--- src/rtl/iluminacao_multizona.sv ---
// Multi-zone lighting controller. One tick divider is shared by every zone; each zone has
// its own input synchroniser, button debounce, short/long press detector and AUTO/MANUAL lamp FSM.
module iluminacao_multizona #(
    parameter int N_ZONES           = 4,
    parameter int CLK_DIV           = 50000,
    parameter int DEBOUNCE_P        = 300,
    parameter int SWITCH_MODE_MIN_T = 5000,
    parameter int AUTO_SHUTDOWN_T   = 30000,
    parameter int CNT_W             = 16
) (
    input  logic               clk,
    input  logic               rst,
    input  logic [N_ZONES-1:0] infravermelho,
    input  logic [N_ZONES-1:0] push_button,
    output logic [N_ZONES-1:0] led,
    output logic [N_ZONES-1:0] saida
);

    localparam int DIV_W = (CLK_DIV > 1) ? $clog2(CLK_DIV) : 1;
    localparam logic [DIV_W-1:0] DIV_LAST  = DIV_W'(CLK_DIV - 1);
    localparam logic [CNT_W-1:0] DEB_LAST  = CNT_W'(DEBOUNCE_P - 1);
    localparam logic [CNT_W-1:0] HOLD_MAX  = CNT_W'(SWITCH_MODE_MIN_T);
    localparam logic [CNT_W-1:0] HOLD_LAST = CNT_W'(SWITCH_MODE_MIN_T - 1);
    localparam logic [CNT_W-1:0] AST_LAST  = CNT_W'(AUTO_SHUTDOWN_T - 1);

    // Bit 1 is the mode (1 = MANUAL), bit 0 the lamp, so both outputs come straight from the state register.
    localparam logic [1:0] ST_AUTO_OFF   = 2'b00;
    localparam logic [1:0] ST_AUTO_ON    = 2'b01;
    localparam logic [1:0] ST_MANUAL_OFF = 2'b10;
    localparam logic [1:0] ST_MANUAL_ON  = 2'b11;

    logic [DIV_W-1:0]   r_div;
    logic               w_tick;
    logic [N_ZONES-1:0] r_ir_s1;
    logic [N_ZONES-1:0] r_ir_s2;
    logic [N_ZONES-1:0] r_btn_s1;
    logic [N_ZONES-1:0] r_btn_s2;

    assign w_tick = (r_div == DIV_LAST);

    always_ff @(posedge clk or negedge rst) begin
        if (!rst) begin
            r_div <= '0;
        end else if (w_tick) begin
            r_div <= '0;
        end else begin
            r_div <= r_div + 1'b1;
        end
    end

    always_ff @(posedge clk or negedge rst) begin
        if (!rst) begin
            r_ir_s1  <= '0;
            r_ir_s2  <= '0;
            r_btn_s1 <= '0;
            r_btn_s2 <= '0;
        end else begin
            r_ir_s1  <= infravermelho;
            r_ir_s2  <= r_ir_s1;
            r_btn_s1 <= push_button;
            r_btn_s2 <= r_btn_s1;
        end
    end

    for (genvar g = 0; g < N_ZONES; g++) begin : g_zone
        logic             w_ir;
        logic             w_btn;
        logic             w_deb_flip;
        logic             w_long;
        logic             w_short;
        logic             r_deb;
        logic [CNT_W-1:0] r_deb_cnt;
        logic [CNT_W-1:0] r_hold_cnt;
        logic [CNT_W-1:0] r_timer;
        logic [CNT_W-1:0] w_timer_nxt;
        logic [1:0]       r_state;
        logic [1:0]       w_state_nxt;

        assign w_ir       = r_ir_s2[g];
        assign w_btn      = r_btn_s2[g];
        assign w_deb_flip = (w_btn != r_deb) && (r_deb_cnt == DEB_LAST);
        assign w_long     = r_deb && (r_hold_cnt == HOLD_LAST);
        // A release on the same tick the hold completes counts as LONG only, never as SHORT too.
        assign w_short    = w_deb_flip && r_deb && (r_hold_cnt < HOLD_LAST);

        always_ff @(posedge clk or negedge rst) begin
            if (!rst) begin
                r_deb     <= 1'b0;
                r_deb_cnt <= '0;
            end else if (w_tick) begin
                if (w_btn == r_deb) begin
                    r_deb_cnt <= '0;
                end else if (w_deb_flip) begin
                    r_deb     <= w_btn;
                    r_deb_cnt <= '0;
                end else begin
                    r_deb_cnt <= r_deb_cnt + 1'b1;
                end
            end
        end

        always_ff @(posedge clk or negedge rst) begin
            if (!rst) begin
                r_hold_cnt <= '0;
            end else if (w_tick) begin
                if (!r_deb) begin
                    r_hold_cnt <= '0;
                end else if (r_hold_cnt != HOLD_MAX) begin
                    r_hold_cnt <= r_hold_cnt + 1'b1;
                end
            end
        end

        // A long press always wins over presence and timeout on the same tick.
        always_comb begin
            w_state_nxt = r_state;
            w_timer_nxt = r_timer;
            if (w_long) begin
                w_timer_nxt = '0;
                if ((r_state == ST_MANUAL_OFF) || (r_state == ST_MANUAL_ON)) begin
                    w_state_nxt = ST_AUTO_OFF;
                end else begin
                    w_state_nxt = ST_MANUAL_OFF;
                end
            end else begin
                case (r_state)
                    ST_AUTO_OFF: begin
                        if (w_ir) begin
                            w_state_nxt = ST_AUTO_ON;
                            w_timer_nxt = '0;
                        end
                    end
                    ST_AUTO_ON: begin
                        if (w_ir) begin
                            w_timer_nxt = '0;
                        end else if (r_timer >= AST_LAST) begin
                            w_state_nxt = ST_AUTO_OFF;
                            w_timer_nxt = '0;
                        end else begin
                            w_timer_nxt = r_timer + 1'b1;
                        end
                    end
                    ST_MANUAL_OFF: begin
                        if (w_short) begin
                            w_state_nxt = ST_MANUAL_ON;
                        end
                    end
                    ST_MANUAL_ON: begin
                        if (w_short) begin
                            w_state_nxt = ST_MANUAL_OFF;
                        end
                    end
                    default: begin
                        w_state_nxt = ST_AUTO_OFF;
                        w_timer_nxt = '0;
                    end
                endcase
            end
        end

        always_ff @(posedge clk or negedge rst) begin
            if (!rst) begin
                r_state <= ST_AUTO_OFF;
                r_timer <= '0;
            end else if (w_tick) begin
                r_state <= w_state_nxt;
                r_timer <= w_timer_nxt;
            end
        end

        assign led[g]   = r_state[1];
        assign saida[g] = r_state[0];
    end

endmodule
--- config.mk ---
export PLATFORM = sky130hd
export DESIGN_NAME = iluminacao_multizona
export DESIGN_NICKNAME = d
export VERILOG_FILES = /design/src/rtl/iluminacao_multizona.sv
export SDC_FILE = /design/constraint.sdc
export NUM_CORES = 1
export LEC_CHECK = 0
export CAP_MARGIN = 20
export CORE_MARGIN = 1
export CORE_UTILIZATION = 43
export CTS_BUF_LIST = sky130_fd_sc_hd__clkbuf_16
export CTS_CLUSTER_DIAMETER = 120
export CTS_CLUSTER_SIZE = 30
export DETAILED_ROUTE_END_ITERATION = 10
export SYNTH_ARGS = -nofsm -noshare
export SYNTH_HDL_FRONTEND = slang
export SYNTH_SLANG_ARGS = --single-unit
--- constraint.sdc ---
create_clock -name clk -period 6.4 [get_ports clk]
set_input_delay 1.28 -clock clk [delete_from_list [all_inputs] [get_ports clk]]
set_output_delay 1.28 -clock clk [all_outputs]
set_load 0.03 [all_outputs]
==> results.md, run 1 <==
- Worst setup endpoint: g_zone[2].r_hold_cnt[11]
- Net count, final: 1361
- WP buf/inv: 1
- CP Launch Type: flop
- Setup Crit Path Kind: flop to flop
- Detail Placement HPWL: 16.1 mm
- Die height: 171 µm
- Area of placed instances: 12800 µm²
- TritonCTS clock tree: done
- Placeable core area: 28000 µm²
- Setup bufs post-CTS: 0
- Residual DRC: 0
- Synth Instances: 1349
- Worst hold path startpoint: r_btn_s1[2]
- Critical path capture point type: flop
- Max IR drop VDD: 0.168 mV
- Final setup fails: 0
- Commonest non-fill, non-tap cells in the layout: dfrtp_1 (236), nand2_1 (181), nor2_1 (124)
- Hold Vio Cnt, Final: 0
- Req. time, crit path: 6.75 ns
- Detail Route Antenna Nets: 0
- Worst reg2reg path depth: 7
- Crit Path Max Fanout: 66
- FF-to-FF setup slack: 3.11 ns
- Simple-Gate Fraction of Synth Area: 26.4%
- Setup Skew: 0.0123 ns
- # rows: 61
- Status: complete, no violations
- Synth-to-Final Area Change: 6.59%
- Die X-Extent: 171 µm
- Vias in the first global route: 9027
- Leak Pwr: 5.44 nW
- Drt total wl: 24.6 mm
- First-pass GRT wire length: 43.3 mm
- Reg2reg end: g_zone[2].r_hold_cnt[11]
- Pre-antenna DRT Iters: 5
- CTS max path bufs: 3
- Clock transition at the registers of the reported paths: 0.11 ns
- Avg WL per Cell: 14.4 µm
- Slowest stage cell on the critical path: nand4_1
- Reg2reg start: r_div[12]
- Synthesized Nets: 1376
- Worst Path Arrival: 3.64 ns
- Final Cycle Share: 51.5%
- Synth warn: 0
- Clk Latency, worst-skew pair: 0.48 ns
- Post-synthesis mux area share: 1.04%
- Commonest non-fill, non-tap cell in the layout: dfrtp_1
- Compound-gate portion of the synthesized area: 14.9%
- CTS sink count: 236
- Yosys reg bits: 236
- Initial antenna violation count: 0
- HP Class: flop to flop
- Min Tclk post-route: 3.29 ns
- Die area: 29300 µm²
- Ys async rst share: 100%
- GRT Util Overall: 17.5%
- Post-CTS Resized: 0
- Worst path top cell family by delay: simple AND/OR/NAND/NOR gates
- Fin. max-slew vios: 0
- Final Cell Area: 13100 µm²
- Top FF cell, synth: dfrtp_1
- Unrepaired setup endpoints after global routing: no
- CP most frequent cell: nand4_1
- Total number of vias: 9649
- Worst slew pin tran: 0.943 ns
- Fin Setup TNS: 0 ns
- Placer Congestion: 0.804
- Yosys cell types: 67
- Share of layout cells above drive strength 1: 4.43%
- Maximum clock frequency: 304 MHz
- Post-DR vias/cell: 5.64
- Diode count: 0
- H-tree levels: 1
- EDFF count, synth: 0
- Pwr Density: 180 nW/µm²
- Max Cap Viol: 0
- Initial core utilization: 44.0%
- 1st-iter DRT viols: 629
- Total stage count of the critical path: 7
- Critical path startpoint: r_div[12]
- IO Count: 18
- Largest family of logic cells by synthesized area: simple AND/OR/NAND/NOR gates
- Hold buffers post-CTS: 0
- CP max stage delay: 0.75 ns
- Area of the mapped netlist: 12300 µm²
- GR Overflow Total: 0
- Syn avg cell area: 9.13 µm²
- Buffers on Ports: 17
- Synth Area in Adders: 1.73%
- Pin count of the biggest net entering global routing: 122
- Sequential fraction of the synthesis area: 48.0%
- CTS Buf Count: 11
- XOR/XNOR share of the synthesized area: 5.19%
- Worst-path cell chain: nor4bb_1 -> nand4_1 -> buf_12 -> nor3_1 -> nand4_1 -> xor2_1 -> nor2_1
- Max-slew headroom: 37.2%
- CTS root buf: clkbuf_16
layout make-up:
cell class	instances	area, µm²
multi-input combinational	1030	6080
inverter	29	109
clock inverter	1	30.0
sequential	236	5910
tap	378	473
timing repair buffer	26	259
clock buffer	11	275
fill	2701	14900
flip-flops by register name (all words and copies together) (netlist names), 8 cells and up:
name and count:
r_div 16, g_zone.r_state 8, g_zone.r_deb_cnt 64, g_zone.r_hold_cnt 64, g_zone.r_timer 64
worst reg2reg max path, stage by stage, from the launching register on:
cell	delay, ns
dfrtp_1	0.44
nor4bb_1	0.38
nand4_1	0.75
buf_12	0.49
nor3_1	0.70
nand4_1	0.19
xor2_1	0.17
nor2_1	0.06
synth_stat cells, types with 3 or more instances:
| cell | instances | area share [%] |
|---|---|---|
| xnor2_1 | 31 | 2.2 |
| clkbuf_1 | 49 | 1.5 |
| inv_1 | 29 | 0.88 |
| o21ai_0 | 114 | 4.6 |
| nand4_1 | 48 | 2.4 |
| a22oi_1 | 3 | 0.18 |
| a21o_1 | 11 | 0.67 |
| a2bb2oi_1 | 7 | 0.50 |
| and3_1 | 37 | 1.9 |
| nor4b_1 | 11 | 0.78 |
| a22o_2 | 4 | 0.33 |
| nand2b_1 | 14 | 0.71 |
| nand2_1 | 181 | 5.5 |
| mux2_2 | 6 | 0.55 |
| nand3b_1 | 4 | 0.24 |
| nor2_1 | 124 | 3.8 |
| o311ai_0 | 13 | 0.92 |
| o41ai_1 | 4 | 0.28 |
| nor3b_1 | 4 | 0.24 |
| o22ai_1 | 5 | 0.25 |
| a22o_1 | 13 | 0.92 |
| nor3_1 | 33 | 1.3 |
| a31oi_1 | 9 | 0.46 |
| o31ai_1 | 33 | 2.0 |
| nand3_1 | 90 | 3.7 |
| buf_6 | 4 | 0.37 |
| ha_1 | 17 | 1.7 |
| nand4b_1 | 3 | 0.21 |
| and2_1 | 12 | 0.61 |
| xor2_1 | 42 | 3.0 |
| nor4bb_1 | 5 | 0.41 |
| a21o_2 | 4 | 0.28 |
| a21oi_1 | 40 | 1.6 |
| o31a_1 | 3 | 0.21 |
| or2_2 | 11 | 0.56 |
| dfrtp_1 | 236 | 48 |
| or3_1 | 18 | 0.91 |
| and4_1 | 14 | 1.0 |
| nor2b_1 | 10 | 0.51 |
| nor4_1 | 12 | 0.61 |
| mux2i_1 | 6 | 0.49 |
| o2bb2ai_1 | 4 | 0.28 |
through the flow:
stage	instances	util (%)	hold WS (ns)	worst slack (ns)	power, W
after floorplan	1349	-	0.331	3.70	0.00153
after global placement	1698	45.7	0.334	3.15	0.00157
after detailed placement	1699	45.8	0.335	3.09	0.00157
after CTS	1711	46.9	0.361	3.03	0.00240
after global routing	1711	46.9	0.363	2.71	0.00245
final	1711	46.9	0.361	3.11	0.00236
layer usage:
metal / global-route usage (%) / routed length [µm]
met4: 3.03 / 296
met2: 28.0 / 11100
met3: 1.79 / 534
met1: 25.9 / 12700
met5: 0 / 0
cells by family (layout without fill, tap and decap cells):
| logic type | Yosys count | in the layout |
|---|---|---|
| flip-flops | 236 | 236 |
| AO/OA/AOI/OAI | 285 | 285 |
| buffers and inverters | 83 | 67 |
| XOR/XNOR | 73 | 73 |
| adder cells (fa/ha/maj) | 17 | 17 |
| multiplexers | 12 | 12 |
| AND/OR/NAND/NOR | 643 | 643 |
report_power, final:
group,total (W),switching [W],internal (W),leakage (nW)
combinational,0.0000426,0.0000338,0.00000882,2.04
sequential,0.00150,0.00000300,0.00150,3.25
clock,0.000817,0.000462,0.000355,0.150
how the worst min path moves through the flow:
stage	to	cells past startpoint	slack [ns]
floorplan	r_btn_s2[0]	0	0.33
global placement	r_ir_s2[3]	0	0.33
detailed placement	r_btn_s2[2]	0	0.33
CTS	r_btn_s2[2]	0	0.36
global route	r_btn_s2[2]	0	0.36
finish	r_btn_s2[2]	0	0.36
Power figures use the tool's default switching activity.
==> inputs of run 2 (changes only) <==
==> constraint.sdc (replaced) <==
create_clock -name clk -period 3.2 [get_ports clk]
set_input_delay 0.64 -clock clk [delete_from_list [all_inputs] [get_ports clk]]
set_output_delay 0.64 -clock clk [all_outputs]
set_load 0.03 [all_outputs]
==> run 2 against run 1 <==
  * Fmax increased by 17%
  * Hold slack got worse by 0.30 ns
  * Critical path depth is 1 lower
  * Core utilization up 0.67 points
  * Die area did not move
  * Clock power increased by 100%
  * Sequential cell count stayed put
  * Critical endpoint is now g_zone[3].r_timer[11]
==> results.md, run 2 (synthesis gave the netlist of run 1 again) <==
- Hold Vio Cnt, Final: 0
- Share of layout cells above drive strength 1: 5.84%
- Worst reg2reg path depth: 6
- Fin. max-slew vios: 0
- Largest regs: g_zone.r_deb_cnt x64, g_zone.r_hold_cnt x64, g_zone.r_timer x64
- Fillers: 2687
- Drt total wl: 24.7 mm
- Setup Crit Path Kind: flop to flop
- 1st-iter DRT viols: 648
- Crit Path Max Fanout: 12
- Worst slew pin tran: 0.705 ns
- CTS sink count: 236
- Die area: 29300 µm²
- Die height: 171 µm
- Initial antenna violation count: 0
- CP Launch Type: flop
- CTS max path bufs: 3
- H-tree levels: 1
- Status: complete, no violations
- Placeable core area: 28000 µm²
- Commonest non-fill, non-tap cell in the layout: dfrtp_1
- Placer Congestion: 0.819
- Final Cycle Share: 88.2%
- HP Class: input port to asynchronous set/reset pin
- Post-DR vias/cell: 5.58
- Commonest non-fill, non-tap cells in the layout: dfrtp_1 (236), nand2_1 (181), nor2_1 (124)
- Post-Place Setup Slack: 0.400 ns
- Synth-to-Final Area Change: 8.12%
- Avg WL per Cell: 14.3 µm
- Total number of vias: 9664
- Req. time, crit path: 3.60 ns
- First-pass GRT wire length: 43.5 mm
- Worst Path Arrival: 3.22 ns
- Unrepaired setup endpoints after global routing: no
- Vias in the first global route: 9020
- Pwr Density: 355 nW/µm²
- Setup Skew: 0.0184 ns
- Pre-antenna DRT Iters: 5
- Setup bufs post-CTS: 0
- Clk Latency, worst-skew pair: 0.48 ns
- CTS root buf: clkbuf_16
- IO Count: 18
- Min Tclk post-route: 2.82 ns
- Net count, final: 1381
- Register area: 5910 µm²
- Pin count of the biggest net entering global routing: 71
- Diode count: 0
- Leak Pwr: 5.55 nW
- Final setup fails: 0
- Multi-input logic area: 6080 µm²
- Setup ws final: 0.378 ns
- Max IR drop VDD: 0.287 mV
- Maximum clock frequency: 354 MHz
- Post-CTS Resized: 0
- Fin Setup TNS: 0 ns
- GRT Util Overall: 17.6%
- TritonCTS clock tree: done
- Max-slew headroom: 52.8%
- Die X-Extent: 171 µm
- GR Overflow Total: 0
- CTS Buf Count: 11
- Residual DRC: 0
- Hold buffers post-CTS: 0
- Clock transition at the registers of the reported paths: 0.12 ns
- Detail Route Antenna Nets: 0
- Max Cap Viol: 0
- Detail Placement HPWL: 16.6 mm
- Initial core utilization: 44.0%
- Critical path capture point type: flop
- # rows: 61
- Buffers on Ports: 17
run 2: changes by cell type in the layout (fill, tap and decap cells not counted), sizes merged:
cell	previous run	this run
buf	10	30
run 2: critical path: stages (launching register included):
cell      delay, ns
dfrtp_1        0.43
or4b_1         0.57
or4_4          0.45
o32a_2         0.44
nand2b_4       0.21
or4_1          0.52
a21oi_1        0.15
run 2: report_power, final:
| group | internal, W | switching [W] |
|---|---|---|
| Clock | 0.000710 | 0.000931 |
| Sequential | 0.00299 | 0.00000608 |
| Combinational | 0.0000243 | 0.0000694 |
| Total | 0.00373 | 0.00101 |
run 2: cell type report:
type                            count  share of cell area (%)
Tap cell                          378                    3.55
Sequential cell                   236                    44.4
Clock inverter                      1                   0.226
Multi-Input combinational cell   1030                    45.6
Timing Repair Buffer               46                    3.35
Clock buffer                       11                    2.07
Inverter                           29                   0.818
run 2: routing by layer:
| layer | part of all wire [%] | GRT usage, % |
|---|---|---|
| met4 | 0.73 | 2.60 |
| met5 | 0 | 0 |
| met3 | 2.7 | 1.86 |
| met2 | 45 | 29.1 |
| met1 | 51 | 25.4 |
run 2: path summary, 6_finish.rpt:
path / endpoint / startpoint / slack (ns)
max: g_zone[3].r_timer[11] / g_zone[3].r_hold_cnt[13] / 0.38
min: g_zone[1].r_deb_cnt[15] / rst / 0.06
max reg2reg: g_zone[3].r_timer[11] / g_zone[3].r_hold_cnt[13] / 0.38
min reg2reg: r_btn_s2[0] / r_btn_s1[0] / 0.36
max in group asynchronous: g_zone[3].r_hold_cnt[2] / rst / 2.32
min in group clk: r_btn_s2[0] / r_btn_s1[0] / 0.36
run 2: stage by stage:
stage | std cells | area [µm²] | hold WS, ns | power [W] | util [%]
2_1_floorplan | 1349 | 12300 | 0.331 | 0.00307 | -
3_3_place_gp | 1718 | 13000 | 0.333 | 0.00316 | 46.4
3_5_place_dp | 1719 | 13000 | 0.335 | 0.00316 | 46.4
4_1_cts | 1731 | 13300 | 0.0841 | 0.00482 | 47.5
5_1_grt | 1731 | 13300 | 0.0897 | 0.00493 | 47.5
6_report | 1731 | 13300 | 0.0613 | 0.00473 | 47.5
==> inputs of run 3 (changes only) <==
--- a/config.mk
+++ b/config.mk
@@ -12,6 +12,7 @@
 export CTS_CLUSTER_DIAMETER = 120
 export CTS_CLUSTER_SIZE = 30
 export DETAILED_ROUTE_END_ITERATION = 10
+export PLACE_DENSITY = 0.69
 export SYNTH_ARGS = -nofsm -noshare
 export SYNTH_HDL_FRONTEND = slang
 export SYNTH_SLANG_ARGS = --single-unit
==> run 3 against run 2 <==
  * First-iteration DRC count is 19% lower
  * Critical endpoint unchanged
  * Clock skew shrank 0.0032 ns
  * Cell count fell by 0.29%
  * Critical path type unchanged
  * Sequential power about the same
==> results.md, run 3 (synthesis gave the netlist of run 1 again) <==
- Hold buffers post-CTS: 0
- Detail Placement HPWL: 16.7 mm
- Setup ws final: 0.373 ns
- Commonest non-fill, non-tap cells in the layout: dfrtp_1 (236), nand2_1 (181), nor2_1 (124)
- Maximum clock frequency: 354 MHz
- Pre-antenna DRT Iters: 4
- Critical path startpoint: g_zone[3].r_hold_cnt[13]
- Post-DR vias/cell: 5.66
- Worst-path cell chain: or4b_1 -> or4_4 -> o32a_2 -> nand2b_4 -> or4_1 -> a21oi_1
- Seq pwr share: 63.7%
- Leak Pwr: 5.52 nW
- Min Tclk post-route: 2.83 ns
- WP buf/inv: 0
- Die X-Extent: 171 µm
- Share of layout cells above drive strength 1: 5.49%
- Clock transition at the registers of the reported paths: 0.11 ns
- GR Overflow Total: 0
- Synth-to-Final Area Change: 7.78%
- CTS root buf: clkbuf_16
- GRT Util Overall: 17.1%
- Int Power: 0.00372 W
- CTS max path bufs: 3
- 1st-iter DRT viols: 523
- Buffers on Ports: 17
- Die height: 171 µm
- Slowest stage cell on the critical path: or4b_1
- TritonCTS clock tree: done
- Drt total wl: 24.6 mm
- Fin. max-slew vios: 0
- Commonest non-fill, non-tap cell in the layout: dfrtp_1
- Worst slew pin tran: 0.935 ns
- Fin Setup TNS: 0 ns
- Max IR drop VDD: 0.255 mV
- Placer Congestion: 0.814
- H-tree levels: 1
- Post-CTS Resized: 0
- Pin count of the biggest net entering global routing: 85
- CP max stage delay: 0.56 ns
- Clock power share: 34.3%
- Vias in the first global route: 9054
- Detail Route Antenna Nets: 0
- Max-slew headroom: 37.6%
- Initial antenna violation count: 0
- Diode count: 0
- Reg2reg start: g_zone[3].r_hold_cnt[13]
- Avg WL per Cell: 14.2 µm
- Worst path top cell family by delay: simple AND/OR/NAND/NOR gates
- Residual DRC: 0
- Critical path capture point type: flop
- CTS sink count: 236
- Req. time, crit path: 3.60 ns
- Hold Vio Cnt, Final: 0
- Total number of vias: 9767
- Placeable core area: 28000 µm²
- First-pass GRT wire length: 42.5 mm
- P_sw: 0.000983 W
- Pwr Density: 355 nW/µm²
- CP Launch Type: flop
- CTS Buf Count: 11
- Layout Cells excl Fill: 1726
- Largest regs: g_zone.r_deb_cnt x64, g_zone.r_hold_cnt x64, g_zone.r_timer x64
- IO Count: 18
- Die area: 29300 µm²
- Hold_ws: 0.160 ns
- Net count, final: 1376
- Setup bufs post-CTS: 0
- Status: complete, no violations
- Post-Place Setup Slack: 0.366 ns
- Unrepaired setup endpoints after global routing: no
- # rows: 61
- Setup Crit Path Kind: flop to flop
- Final Cycle Share: 88.3%
- Max Cap Viol: 0
- HP Class: input port to asynchronous set/reset pin
- Placed insts: 1714
- Worst Path Arrival: 3.23 ns
- Crit Path Max Fanout: 12
- Final setup fails: 0
- Sw frac: 20.9%
- Initial core utilization: 44.0%
- Setup Skew: 0.0153 ns
- Clk Latency, worst-skew pair: 0.47 ns
- Comb pwr share: 2.0%
==> run 3: cell types whose count changed in the layout (fill, tap and decap cells not counted) <==
| cell | before | now |
|---|---|---|
| buf_4 | 24 | 20 |
| buf_6 | 1 | 0 |
==> run 3: path summary, 6_finish.rpt <==
| path | endpoint | slack, ns | cells after the start |
|---|---|---|---|
| worst max-delay path | g_zone[3].r_timer[11] | 0.37 | 6 |
| worst min-delay path | g_zone[1].r_deb_cnt[15] | 0.16 | 1 |
| worst max register to register | g_zone[3].r_timer[11] | 0.37 | 6 |
| worst min register to register | r_btn_s2[2] | 0.36 | 0 |
| max in group asynchronous | g_zone[2].r_hold_cnt[3] | 2.28 | 2 |
| min in group clk | r_btn_s2[2] | 0.36 | 0 |
==> run 3: per-stage QoR <==
step | total power (W) | cell area, µm² | utilization [%]
final | 0.00471 | 13300 | 47.4
after global routing | 0.00488 | 13300 | 47.4
after CTS | 0.00479 | 13300 | 47.4
after detailed placement | 0.00316 | 13000 | 46.3
after global placement | 0.00316 | 13000 | 46.3
after floorplan | 0.00307 | 12300 | -
==> run 3: final cells by class <==
cell class                      instances  area (µm²)
Timing Repair Buffer                   41         405
Clock buffer                           11         275
Multi-Input combinational cell       1030        6080
Clock inverter                          1        30.0
Inverter                               29         109
Sequential cell                       236        5910
Tap cell                              378         473
Fill cell                            2656       14700
==> run 3: metal layers <==
layer / track usage, % / wire, µm
met2: 29.2 / 11500
met3: 1.66 / 581
met4: 2.64 / 267
met5: 0 / 0
met1: 24.0 / 12200
==> run 3: power by group through the flow <==
stage / combinational [W] / sequential (W) / clock [W]
2_1_floorplan: 0.0000133 / 0.00305 / 0
3_3_place_gp: 0.0000998 / 0.00306 / 0
3_5_place_dp: 0.000100 / 0.00306 / 0
4_1_cts: 0.000101 / 0.00300 / 0.00169
5_1_grt: 0.000112 / 0.00300 / 0.00177
6_report: 0.0000945 / 0.00300 / 0.00162
